File: src/rtl/pacman_mm_pkg.sv
`default_nettype none
// +----------------------------------------------------------------+
// | pacman_mm_pkg                                                  |
// | Shared memory-map constants and VRAM arbiter state encoding.   |
// | Rev 1.0                                                        |
// +----------------------------------------------------------------+
package pacman_mm_pkg;

  localparam int VRAM_ADDR_W = 11;

  typedef enum logic [1:0] {
    IDLE     = 2'd0,
    GPU_XFER = 2'd1,
    CPU_XFER = 2'd2
  } arb_state_t;

endpackage
`default_nettype wire

File: src/rtl/pacman_vram_arbiter.sv
`default_nettype none
// +----------------------------------------------------------------+
// | pacman_vram_arbiter                                            |
// | Single-port VRAM arbiter: GPU priority, CPU starvation bound.  |
// | Rev 1.0                                                        |
// +----------------------------------------------------------------+
module pacman_vram_arbiter
  import pacman_mm_pkg::*;
#(
  parameter int STARVE_LIMIT = 4,
  parameter int ADDR_W       = VRAM_ADDR_W
) (
  input  logic              clk,
  input  logic              reset_n,
  input  logic              cpu_req,
  input  logic              cpu_we,
  input  logic [ADDR_W-1:0] cpu_addr,
  input  logic [7:0]        cpu_wdata,
  output logic [7:0]        cpu_rdata,
  output logic              cpu_wait_n,
  input  logic              gpu_req,
  input  logic [ADDR_W-1:0] gpu_addr,
  output logic              gpu_ack,
  output logic [7:0]        gpu_rdata,
  output logic              vram_en,
  output logic              vram_we,
  output logic [ADDR_W-1:0] vram_addr,
  output logic [7:0]        vram_wdata,
  input  logic [7:0]        vram_dout
);

  localparam int c_cnt_w = (STARVE_LIMIT < 1) ? 1 : $clog2(STARVE_LIMIT + 1);
  localparam logic [c_cnt_w-1:0] c_starve_max = c_cnt_w'(STARVE_LIMIT);

  arb_state_t         r_state;
  arb_state_t         w_state_nxt;
  logic [c_cnt_w-1:0] r_starve_cnt;
  logic [c_cnt_w-1:0] w_starve_nxt;
  logic               r_cpu_done;
  logic               w_cpu_done_nxt;
  logic               w_cpu_elig;
  logic               w_gpu_win;
  logic               w_cpu_win;

  // A completed CPU access stays blocked until the CPU releases its request.
  assign w_cpu_elig = cpu_req & ~r_cpu_done;
  assign w_gpu_win  = gpu_req & (~w_cpu_elig | (r_starve_cnt < c_starve_max));
  assign w_cpu_win  = w_cpu_elig & ~w_gpu_win;

  always_ff @(posedge clk or negedge reset_n) begin
    if (!reset_n) begin
      r_state      <= IDLE;
      r_starve_cnt <= '0;
      r_cpu_done   <= 1'b0;
    end else begin
      r_state      <= w_state_nxt;
      r_starve_cnt <= w_starve_nxt;
      r_cpu_done   <= w_cpu_done_nxt;
    end
  end

  always_comb begin
    w_state_nxt    = r_state;
    w_starve_nxt   = r_starve_cnt;
    w_cpu_done_nxt = r_cpu_done;
    vram_en        = 1'b0;
    vram_we        = 1'b0;
    vram_addr      = gpu_addr;
    gpu_ack        = 1'b0;
    case (r_state)
      IDLE: begin
        if (w_gpu_win) begin
          vram_en     = 1'b1;
          w_state_nxt = GPU_XFER;
          // A GPU win over an eligible CPU implies the count is below the cap.
          if (w_cpu_elig) begin
            w_starve_nxt = r_starve_cnt + 1'b1;
          end
        end else if (w_cpu_win) begin
          vram_en      = 1'b1;
          vram_we      = cpu_we;
          vram_addr    = cpu_addr;
          w_state_nxt  = CPU_XFER;
          w_starve_nxt = '0;
        end
      end
      GPU_XFER: begin
        gpu_ack     = 1'b1;
        w_state_nxt = IDLE;
      end
      CPU_XFER: begin
        w_cpu_done_nxt = 1'b1;
        w_state_nxt    = IDLE;
      end
      default: begin
        w_state_nxt = IDLE;
      end
    endcase
    if (!cpu_req) begin
      w_starve_nxt   = '0;
      w_cpu_done_nxt = 1'b0;
    end
    // Keep the BRAM quiet while reset is held, even with requests pending.
    if (!reset_n) begin
      vram_en = 1'b0;
      vram_we = 1'b0;
    end
  end

  assign vram_wdata = cpu_wdata;
  assign cpu_rdata  = vram_dout;
  assign gpu_rdata  = vram_dout;
  assign cpu_wait_n = ~cpu_req | r_cpu_done | (r_state == CPU_XFER);

endmodule
`default_nettype wire
File: config.mk
export PLATFORM = sky130hd
export DESIGN_NAME = pacman_vram_arbiter
export DESIGN_NICKNAME = d
export VERILOG_FILES = /design/src/rtl/pacman_mm_pkg.sv /design/src/rtl/pacman_vram_arbiter.sv
export SDC_FILE = /design/constraint.sdc
export NUM_CORES = 1
export LEC_CHECK = 0
export CELL_PAD_IN_SITES_DETAIL_PLACEMENT = 1
export CELL_PAD_IN_SITES_GLOBAL_PLACEMENT = 2
export CORE_AREA = 5 5 79 81
export DETAILED_ROUTE_END_ITERATION = 6
export DIE_AREA = 0 0 84 86
export PLACE_DENSITY_LB_ADDON = 0.3
export SYNTH_ARGS = -nofsm -noshare
export SYNTH_HDL_FRONTEND = slang
export SYNTH_SLANG_ARGS = --single-unit
File: constraint.sdc
create_clock -name clk -period 2.2 [get_ports clk]
set_input_delay 0.44 -clock clk [delete_from_list [all_inputs] [get_ports clk]]
set_output_delay 0.44 -clock clk [all_outputs]
set_load 0.01 [all_outputs]
### Word-level counts from Yosys, hierarchy flattened

Index checks and enable logic that the tools add are counted.
Widths: inputs -> output; s select.

* register bits after elaboration: 6
* output and inout port bits: 39
* logic and storage cells: 46
* input bits: 43

* reduce and logical (&&, ||, !) cells: 2
* equal/unequal tests: 7
* bitwise gates (word level): 10
* $lt $le $gt $ge: 1
* add/sub/neg operators: 1
* muxes and demuxes: 22

Operator list (count)
* $mux 11: 3
* $mux 3: 5
* $mux 1: 11
* $mux 2: 3
* $ne 3x3->1 const B: 2
* $ne 2x1->1 const B: 2
* $not 1->1: 4
* $add 3x1->3 const B: 1
* $and 1x1->1: 3
* $lt 3x3->1 const B: 1
* $ne 3x1->1 const B: 1
* $or 1x1->1: 3
* $reduce_and 3->1: 1
* $eq 2x1->1 const B: 1
* $eq 2x2->1 const B: 1
* $logic_not 2->1: 1

### Logic depth before layout (Yosys ltp)

Gate-level depths: netlist of run 1.

* word-level depth: 11
* depth in mapped cells: 4
* depth with buffers taken out: 3

### Least setup slack after synthesis of run 1

No wires, ideal clock.

* path type: in2out
* from: input gpu_req
* to: output vram_addr[0]
* arrival time: 1.244 ns
* stages: 4
* buffers on the path: 1
* path slack: 0.516 ns
* path through: nor2b_2 > nand3b_4 > buf_6 > mux2_4

* word-level cells in the longest chain between the ends: 6

RTL lines
* start: declaration: line pacman_vram_arbiter.sv:21 `input logic gpu_req,`
* $and 1x1->1 *: line pacman_vram_arbiter.sv:47 `assign w_gpu_win = gpu_req & (~w_cpu_elig | (r_starve_cnt < c_starve_max));`
* $not 1->1: line pacman_vram_arbiter.sv:48 `assign w_cpu_win = w_cpu_elig & ~w_gpu_win;`
* $and 1x1->1: line pacman_vram_arbiter.sv:48
* $mux 11: line pacman_vram_arbiter.sv:79 `end else if (w_cpu_win) begin`
* $mux 11 *: line pacman_vram_arbiter.sv:72 `if (w_gpu_win) begin`
* $mux 11 *: line pacman_vram_arbiter.sv:70 `case (r_state)`
* end: declaration: line pacman_vram_arbiter.sv:27 `output logic [ADDR_W-1:0] vram_addr,`

Every way passes the cells marked *; elsewhere a longest branch is shown, timed or not.

### Final worst setup path of run 1

* from: input cpu_req
* to: output vram_addr[5]

* word-level cells in the longest chain between the ends: 9

RTL lines
* start: declaration: line pacman_vram_arbiter.sv:15 `input logic cpu_req,`
* $and 1x1->1 *: line pacman_vram_arbiter.sv:46 `assign w_cpu_elig = cpu_req & ~r_cpu_done;`
* $not 1->1: line pacman_vram_arbiter.sv:47
* $or 1x1->1: line pacman_vram_arbiter.sv:47
* $and 1x1->1: line pacman_vram_arbiter.sv:47
* $not 1->1: line pacman_vram_arbiter.sv:48
* $and 1x1->1: line pacman_vram_arbiter.sv:48
* $mux 11: line pacman_vram_arbiter.sv:79
* $mux 11 *: line pacman_vram_arbiter.sv:72
* $mux 11 *: line pacman_vram_arbiter.sv:70

Marks and branches as above.

==> impl_metrics.toml, run 1 <==
[synth]
yosys-top-cells-count = "buf_4, mux2_4, dfrtp_1, nand2_1"
syn_area_per_cell_um2 = 9.954
postSynth.asyncResetShare_pct = 100.0
yosysWarnings = 0
yosysTopAreaCell = "buf_4"
synth-xor-area-share_pct = 0
synth_top_family_by_area = "buffers and inverters"
yosysTopAreaCellShare_pct = 26.62
synth_seq_cells = 6
ys_top_cells_by_area = "buf_4, dfrtp_1, mux2_4"
syn_area_um2 = 676.9
synth.distinct_cells = 23
ys.flop_type = "dfrtp_1"
ys_seq_area_share_pct = 22.18
syn_nets = 112
synth_edf_count = 0
synth_compound_area_share_pct = 6.654
synthSimpleGateAreaFrac_pct = 17.74
netlist_instances = 68
synthAdderAreaFrac_pct = 1.848
synthMuxAreaShare_pct = 22.74
synth.most_common_cell = "buf_4"

[floorplan]
rows = 27
ios = 82
fp.dieH_um = 86
core_um2 = 5405
fp.dieArea_um2 = 7224
start_util_pct = 12.52
fp.dieW_um = 84

[global_route]
antenna_found_initial = 0
grt_pass1_wl_mm = 3.249
grt_usage_pct = 5.889
grt_max_degree = 7
grt_pass1_vias = 608
gr-total-overflow = 0

[finish]
layout.cells.non_filler = 172
antenna_cells = 0
drive_gt1_share_pct = 42.00
syn2layout_area_growth_pct = 62.48
fin_area_um2 = 1100
num-nets-final = 146
fillers = 649

[timing]
drv_slew = 0
clock.fmax_ghz = 0.4847
hold_viol_final = 0
rsz0062_at_grt = "no"
min_period_ns = 2.063
postLayoutSetupSlackWorst_ns = 0.1371
tns_ns = 0
hold_slack_ns = 0.5341
max_slew_margin_pct = 69.82
setup_viol = 0
worst_pin_slew_ns = 0.4492
fin_skew_ns = 0.002305
layout_worst_path_cycle_share_pct = 93.77

[cts]
path_clk_slew_ns = 0.04
worstSkewPairLatency_ns = 0.22
cts_tree = "done"
htree_levels = 1
clock-sinks = 6
cts_buffers = 3
holdBufCountCts = 0
clockBufferDepth = 2
clock-root-buffer = "clkbuf_8"

[routing]
via_per_inst = 3.279
drt_iter0_markers = 5
vias = 564
dr.pass1.iters = 4
drt-total-wl_mm = 2.212
wl_per_cell_um = 12.86
drc = 0
antenna_left = 0

[hold_path]
hold_path_depth = 1
worstHoldPathType = "reg2reg"

[place]
dpl.hpwl_mm = 1.856
placed_area_um2 = 1039
io_buffers = 41
place.gp.congestion = 0.6477
numPlacedInstances = 163
dpl_worst_slack_ns = -0.4814

[critical_path]
reg2reg_depth = 4
end_kind = "output pin"
path_max_fanout = 3
worstPathRequired_ns = 1.76
start_kind = "input pin"
crit_type = "in2out"
cp.arrival_ns = 1.62

[power_and_ir_drop]
cellPowerDensity_nw_per_um2 = 440.7
power_leakage_nw = 0.5354
ir_drop_mv = 0.1756

[run_status]
status = "complete, no violations"

[flow_run]
drv_cap = 0
## per-stage QoR
step | total power [W] | utilization, %
3_3_place_gp | 0.0003221 | 19.21
2_1_floorplan | 0.0002504 | -
3_5_place_dp | 0.0003260 | 19.21
5_1_grt | 0.0005147 | 20.35
4_1_cts | 0.0004968 | 20.35
6_report | 0.0004847 | 20.35
## worst paths after layout
path	from	to	slack [ns]
min in group asynchronous	reset_n	r_starve_cnt[2]	0.60
min reg2reg	r_starve_cnt[2]	r_state[0]	0.53
min	r_starve_cnt[2]	r_state[0]	0.53
max reg2reg	r_cpu_done	r_starve_cnt[0]	0.89
max	cpu_req	vram_addr[5]	0.14
max in group asynchronous	reset_n	r_cpu_done	1.48
## cell families after synthesis
family          after synthesis
flops                         6
simple gates                 18
fa+ha+maj                     1
mux                          11
buf+inv                      26
compound gates                6
## registers in the layout, indices dropped and copies added, names as in the netlist
register      flops
r_starve_cnt      3
r_state           2
r_cpu_done        1
## area by class of cell
cell class                 instances  area [um^2]  share of cell area, %
timing repair buffer              53        457.9                  41.64
sequential                         6        150.1                  13.65
clock buffer                       3        41.29                  3.754
inverter                           1        3.754                 0.3413
tap                               72        90.09                  8.191
multi-input combinational         37        356.6                  32.42
## repair_timing
| item | 4_1_cts | 5_1_grt |
|---|---|---|
| buffers inserted | 5 | 0 |
| resized for setup | 53 | 0 |
| setup endpoints to repair | 14 | 0 |
## cell usage in the layout, fill, tap and decap left out
master,Yosys,final
nor2_4,1,1
buf_6,1,1
nand3_1,2,2
dfrtp_1,6,6
or2b_1,1,1
dlygate4sd2_1,0,5
inv_1,1,1
buf_4,24,11
ha_1,1,1
buf_12,0,1
a21boi_0,3,3
clkdlybuf4s50_1,0,25
mux2_2,3,3
nor2b_4,0,1
nand3b_4,1,2
nand2_1,5,5
mux2_4,8,8
o211a_1,1,1
nor2b_1,2,2
buf_2,0,10
nor2_1,1,1
nand3b_1,1,1
nor3_1,1,1
o21a_1,1,1
or3_1,1,1
clkbuf_8,0,3
a21oi_1,1,1
and2b_2,1,1
## critical path, stage by stage
cell           delay [ns]
dlygate4sd2_1        0.24
and2b_2              0.25
nand3b_4             0.11
buf_4                0.12
mux2_2               0.31
buf_2                0.14
## power breakdown
group	total [W]	leakage (nW)	switching, W	internal, W
logic	0.000197	0.433	0.0000740	0.000123
registers	0.000124	0.0809	0.00000638	0.000118
clock network	0.000164	0.0216	0.0000463	0.000117
## routing by layer
layer	vias up	share of wire (%)	wire length, um	GRT usage (%)
li1	271	-	-	-
met1	275	34	748	5.745
met2	14	59	1295	10.77
met3	4	6.1	135	3.170
met4	0	1.5	33	1.754
met5	-	0	0	0
No activity file was read; power rests on OpenSTA's default activity.
==> run 2: changes to the inputs <==
CORE_AREA = 2 2 76 78   (was 5 5 79 81)
DIE_AREA = 0 0 78 80   (was 0 0 84 86)
==> impl_metrics.toml, run 2 (same netlist as run 1, synthesis figures left out) <==
[critical_path]
critPathMaxStageDelay_ns = 0.30
r2r-start = "r_state[1]"
worstPathRequired_ns = 1.76
crit_type = "in2out"
path_cells = "dlygate4sd2_1, nor2b_4, buf_4, nand3b_4, buf_6, mux2_4, buf_6"
startpoint = "gpu_req"
path_max_fanout = 5
end_kind = "output pin"
cp.arrival_ns = 1.73
cp_common_cell = "buf_6"
start_kind = "input pin"
crit_slowest_cell = "mux2_4"

[timing]
tns_ns = 0
max_slew_margin_pct = 70.44
clock.fmax_ghz = 0.4610
drv_slew = 0
hold_slack_ns = 0.5414
setup_viol = 0
rsz0062_at_grt = "yes"
hold_viol_final = 0
layout_worst_path_cycle_share_pct = 98.59
worst_pin_slew_ns = 0.4400
min_period_ns = 2.169
fin_skew_ns = 0.0001559

[routing]
vias = 561
antenna_left = 0
drc = 0
drt-total-wl_mm = 2.233
via_per_inst = 3.206
drt_iter0_markers = 9
wl_per_cell_um = 12.76
dr.pass1.iters = 3

[cts]
cts_tree = "done"
cts_buffers = 3
htree_levels = 1
clockBufferDepth = 2
clock-root-buffer = "clkbuf_8"
path_clk_slew_ns = 0.04
worstSkewPairLatency_ns = 0.22
clock-sinks = 6

[power_and_ir_drop]
power_frac_clock_pct = 33.2
switchingPower_w = 0.0001338
pwr-share-seq_pct = 24.7
p_int_w = 0.0003720
p_sw_share_pct = 26.45
ir_drop_mv = 0.1637
combPwrFrac_pct = 42.1
power_leakage_nw = 0.5781
cellPowerDensity_nw_per_um2 = 431.0

[finish]
reg_top3 = "r_starve_cnt x3, r_state x2, r_cpu_done x1"
layout.cells.non_filler = 175
largest_reg_flops = 3
final_common_cell = "clkdlybuf4s50_1"
syn2layout_area_growth_pct = 73.38
antenna_cells = 0
layout_common_cells = "clkdlybuf4s50_1, buf_4, mux2_4, buf_6, dfrtp_1"
fillers = 627
multiInputGateArea_um2 = 367.9
drive_gt1_share_pct = 38.83
num-nets-final = 149
seq_area_um2 = 150.1
regMostFlops = "r_starve_cnt"

[floorplan]
ios = 82
fp.dieArea_um2 = 6240
fp.dieH_um = 80
core_um2 = 5405
fp.dieW_um = 78
rows = 27
start_util_pct = 12.52

[place]
place.gp.congestion = 0.6828
numPlacedInstances = 163
io_buffers = 41
dpl.hpwl_mm = 1.754

[global_route]
grt_usage_pct = 7.209
gr-total-overflow = 0
grt_max_degree = 7
grt_pass1_wl_mm = 3.394
grt_pass1_vias = 660
antenna_found_initial = 0

[hold_path]
worstHoldPathType = "reg2reg"
hold_path_startpoint = "r_cpu_done"

[flow_run]
drv_cap = 0

[run_status]
status = "complete, no violations"
[run 2: changes by cell type in the layout (fill, tap and decap cells not counted), sizes merged]
cell,change
clkdlybuf4s15,+5
clkbuf,+2
dlymetal6s2s,+1
dlygate4sd2,-1
buf,-4
[run 2: final cells by class]
type	count	area share, %
clock buffers	3	3.518
inverters	1	0.3198
multi-input cells	37	31.34
flip-flops and latches	6	12.79
well taps	72	7.676
repair buffers	56	44.35
[run 2: repair_timing]
item / in CTS / in global routing
resized for setup: 39 / 9
cloned: 1 / 0
hold buffers: 0 / 0
pin swaps: 1 / 0
setup endpoints to repair: 14 / 9
setup buffers: 8 / 0
[run 2: path summary, 6_finish.rpt]
kind | to | cells after the start | slack (ns)
max | vram_addr[7] | 7 | 0.03
min | r_cpu_done | 1 | 0.54
max reg2reg | r_starve_cnt[1] | 4 | 0.89
min reg2reg | r_cpu_done | 1 | 0.54
max in group asynchronous | r_cpu_done | 2 | 1.50
min in group asynchronous | r_state[1] | 2 | 0.58
[run 2: power groups by stage]
stage	combinational (W)	sequential (W)	clock [W]
6_report	0.000213	0.000125	0.000168
5_1_grt	0.000229	0.000126	0.000184
4_1_cts	0.000213	0.000125	0.000174
2_1_floorplan	0.000125	0.000125	0
3_5_place_dp	0.000198	0.000126	0
3_3_place_gp	0.000195	0.000126	0
[run 2: critical path, delay by kind of cell]
| family | cells | cell delay (ns) |
|---|---|---|
| buf+inv | 4 | 0.66 |
| simple gates | 2 | 0.33 |
| mux | 1 | 0.30 |
[run 2: per-layer routing]
metal | up-vias | wire (um) | global-route usage, %
met1 | 268 | 800 | 7.573
met4 | 0 | 25 | 2.807
met2 | 12 | 1275 | 12.76
met3 | 4 | 131 | 3.054
li1 | 277 | - | -
met5 | - | 0 | 0
[run 2: metrics by stage]
| step | setup slack [ns] | cell area (um^2) | util (%) | total power (W) |
|---|---|---|---|---|
| 2_1_floorplan | 0.5163 | 676.9 | - | 0.0002504 |
| 3_3_place_gp | -0.4449 | 1039 | 19.21 | 0.0003210 |
| 3_5_place_dp | -0.4426 | 1039 | 19.21 | 0.0003241 |
| 4_1_cts | 0.003513 | 1166 | 21.57 | 0.0005126 |
| 5_1_grt | -0.008906 | 1174 | 21.71 | 0.0005394 |
| 6_report | 0.03097 | 1174 | 21.71 | 0.0005058 |
==> run 3: changes to the inputs <==
CORE_AREA = 2 2 79 81   (was 2 2 76 78)
DIE_AREA = 0 0 81 83   (was 0 0 78 80)
clock period = 2.41 ns   (was 2.2 ns; I/O delays follow)
==> impl_metrics.toml, run 3 (same netlist as run 1, synthesis figures left out) <==
[timing]
postLayoutSetupSlackWorst_ns = 0.05457
max_slew_margin_pct = 78.96
clock.fmax_ghz = 0.4246
worst_pin_slew_ns = 0.3132
setup_viol = 0
hold_viol_final = 0
drv_slew = 0
fin_skew_ns = 0.004187
tns_ns = 0
min_period_ns = 2.355
rsz0062_at_grt = "no"
layout_worst_path_cycle_share_pct = 97.74

[power_and_ir_drop]
power_leakage_nw = 0.5635
ir_drop_mv = 0.1182
cellPowerDensity_nw_per_um2 = 390.2

[routing]
drt_iter0_markers = 6
wl_met2_mm = 1.220
met1_length_um = 763
wl_per_cell_um = 12.06
drc = 0
drt-total-wl_mm = 2.146
dr_wl_met3_um = 145
dr.pass1.iters = 3
via_per_inst = 3.202
highest_layer = "met4"
vias = 570
antenna_left = 0

[cts]
worstSkewPairLatency_ns = 0.23
holdBufCountCts = 0
cts_tree = "done"
path_clk_slew_ns = 0.04
clockBufferDepth = 2
cts_buffers = 3
clock-sinks = 6
htree_levels = 1
clock-root-buffer = "clkbuf_8"

[finish]
antenna_cells = 0
num-nets-final = 149
syn2layout_area_growth_pct = 71.72
regMostFlops = "r_starve_cnt"
fillers = 713
reg_top3 = "r_starve_cnt x3, r_state x2, r_cpu_done x1"
seq_area_um2 = 150.1
multiInputGateArea_um2 = 356.6
drive_gt1_share_pct = 33.98
layout_common_cells = "clkdlybuf4s50_1, buf_4, dlygate4sd2_1, mux2_4, dfrtp_1"
final_common_cell = "clkdlybuf4s50_1"
largest_reg_flops = 3

[global_route]
grt_usage_pct = 6.633
antenna_found_initial = 0
grt_pass1_vias = 629
grt_pass1_wl_mm = 3.415
grt_max_degree = 8
gr-total-overflow = 0

[floorplan]
core_um2 = 5816
start_util_pct = 11.64
fp.dieArea_um2 = 6723
fp.dieW_um = 81
ios = 82
rows = 28
fp.dieH_um = 83

[critical_path]
crit_type = "in2out"
start_kind = "input pin"
cp.arrival_ns = 1.87
worstPathRequired_ns = 1.93
path_max_fanout = 5
end_kind = "output pin"

[place]
io_buffers = 41
dpl_worst_slack_ns = -0.3635
place.gp.congestion = 0.6938
dpl.hpwl_mm = 1.725

[run_status]
status = "complete, no violations"

[flow_run]
drv_cap = 0

[hold_path]
worstHoldPathType = "reg2reg"
run 3: power by group:
part / switching (W) / internal, W / total, W
Sequential: 0.00000787 / 0.000107 / 0.000115
Combinational: 0.0000644 / 0.000120 / 0.000185
Clock: 0.0000460 / 0.000108 / 0.000154
run 3: per-layer routing:
layer,vias to the layer above,track usage [%]
met1,272,6.719
li1,275,-
met3,2,2.717
met5,-,0
met2,21,12.02
met4,0,2.157
run 3: layout make-up:
cell class / count / area share, %
Inverter: 1 / 0.3229
Timing Repair Buffer: 56 / 44.46
Clock buffer: 3 / 3.552
Tap cell: 75 / 8.073
Sequential cell: 6 / 12.92
Multi-Input combinational cell: 37 / 30.68
run 3: worst max-delay path, stage by stage:
cell             delay [ns]
dlygate4sd2_1          0.25
and2b_2                0.24
nand3b_4               0.12
mux2_4                 0.30
clkdlybuf4s50_1        0.48
run 3: stage by stage:
step	utilization, %	power [W]	area, um^2	hold slack (ns)	cells
after floorplan	-	0.0002286	676.9	0.1864	68
after global placement	17.66	0.0002897	1027	0.4934	164
after detailed placement	17.66	0.0002919	1027	0.4892	164
after CTS	19.51	0.0004591	1135	0.5235	175
after global routing	19.99	0.0004823	1162	0.5671	178
final	19.99	0.0004536	1162	0.5344	178
run 3: path summary, 6_finish.rpt:
path | start | endpoint | slack, ns | cells past startpoint
worst min-delay path | r_starve_cnt[2] | r_state[0] | 0.53 | 1
worst min register to register | r_starve_cnt[2] | r_state[0] | 0.53 | 1
worst max-delay path | cpu_req | vram_addr[9] | 0.05 | 5
max in group asynchronous | reset_n | r_starve_cnt[0] | 1.66 | 2
worst max register to register | r_state[0] | r_starve_cnt[1] | 1.25 | 3
min in group asynchronous | reset_n | r_cpu_done | 0.63 | 2
run 3: timing repair:
item                       in CTS  in global routing
buffers inserted                7                  3
hold endpoints to repair        0                  0
setup endpoints to repair      14                  3
resized for setup              15                  2
cloned                          1                  0
pin swaps                       0                  0
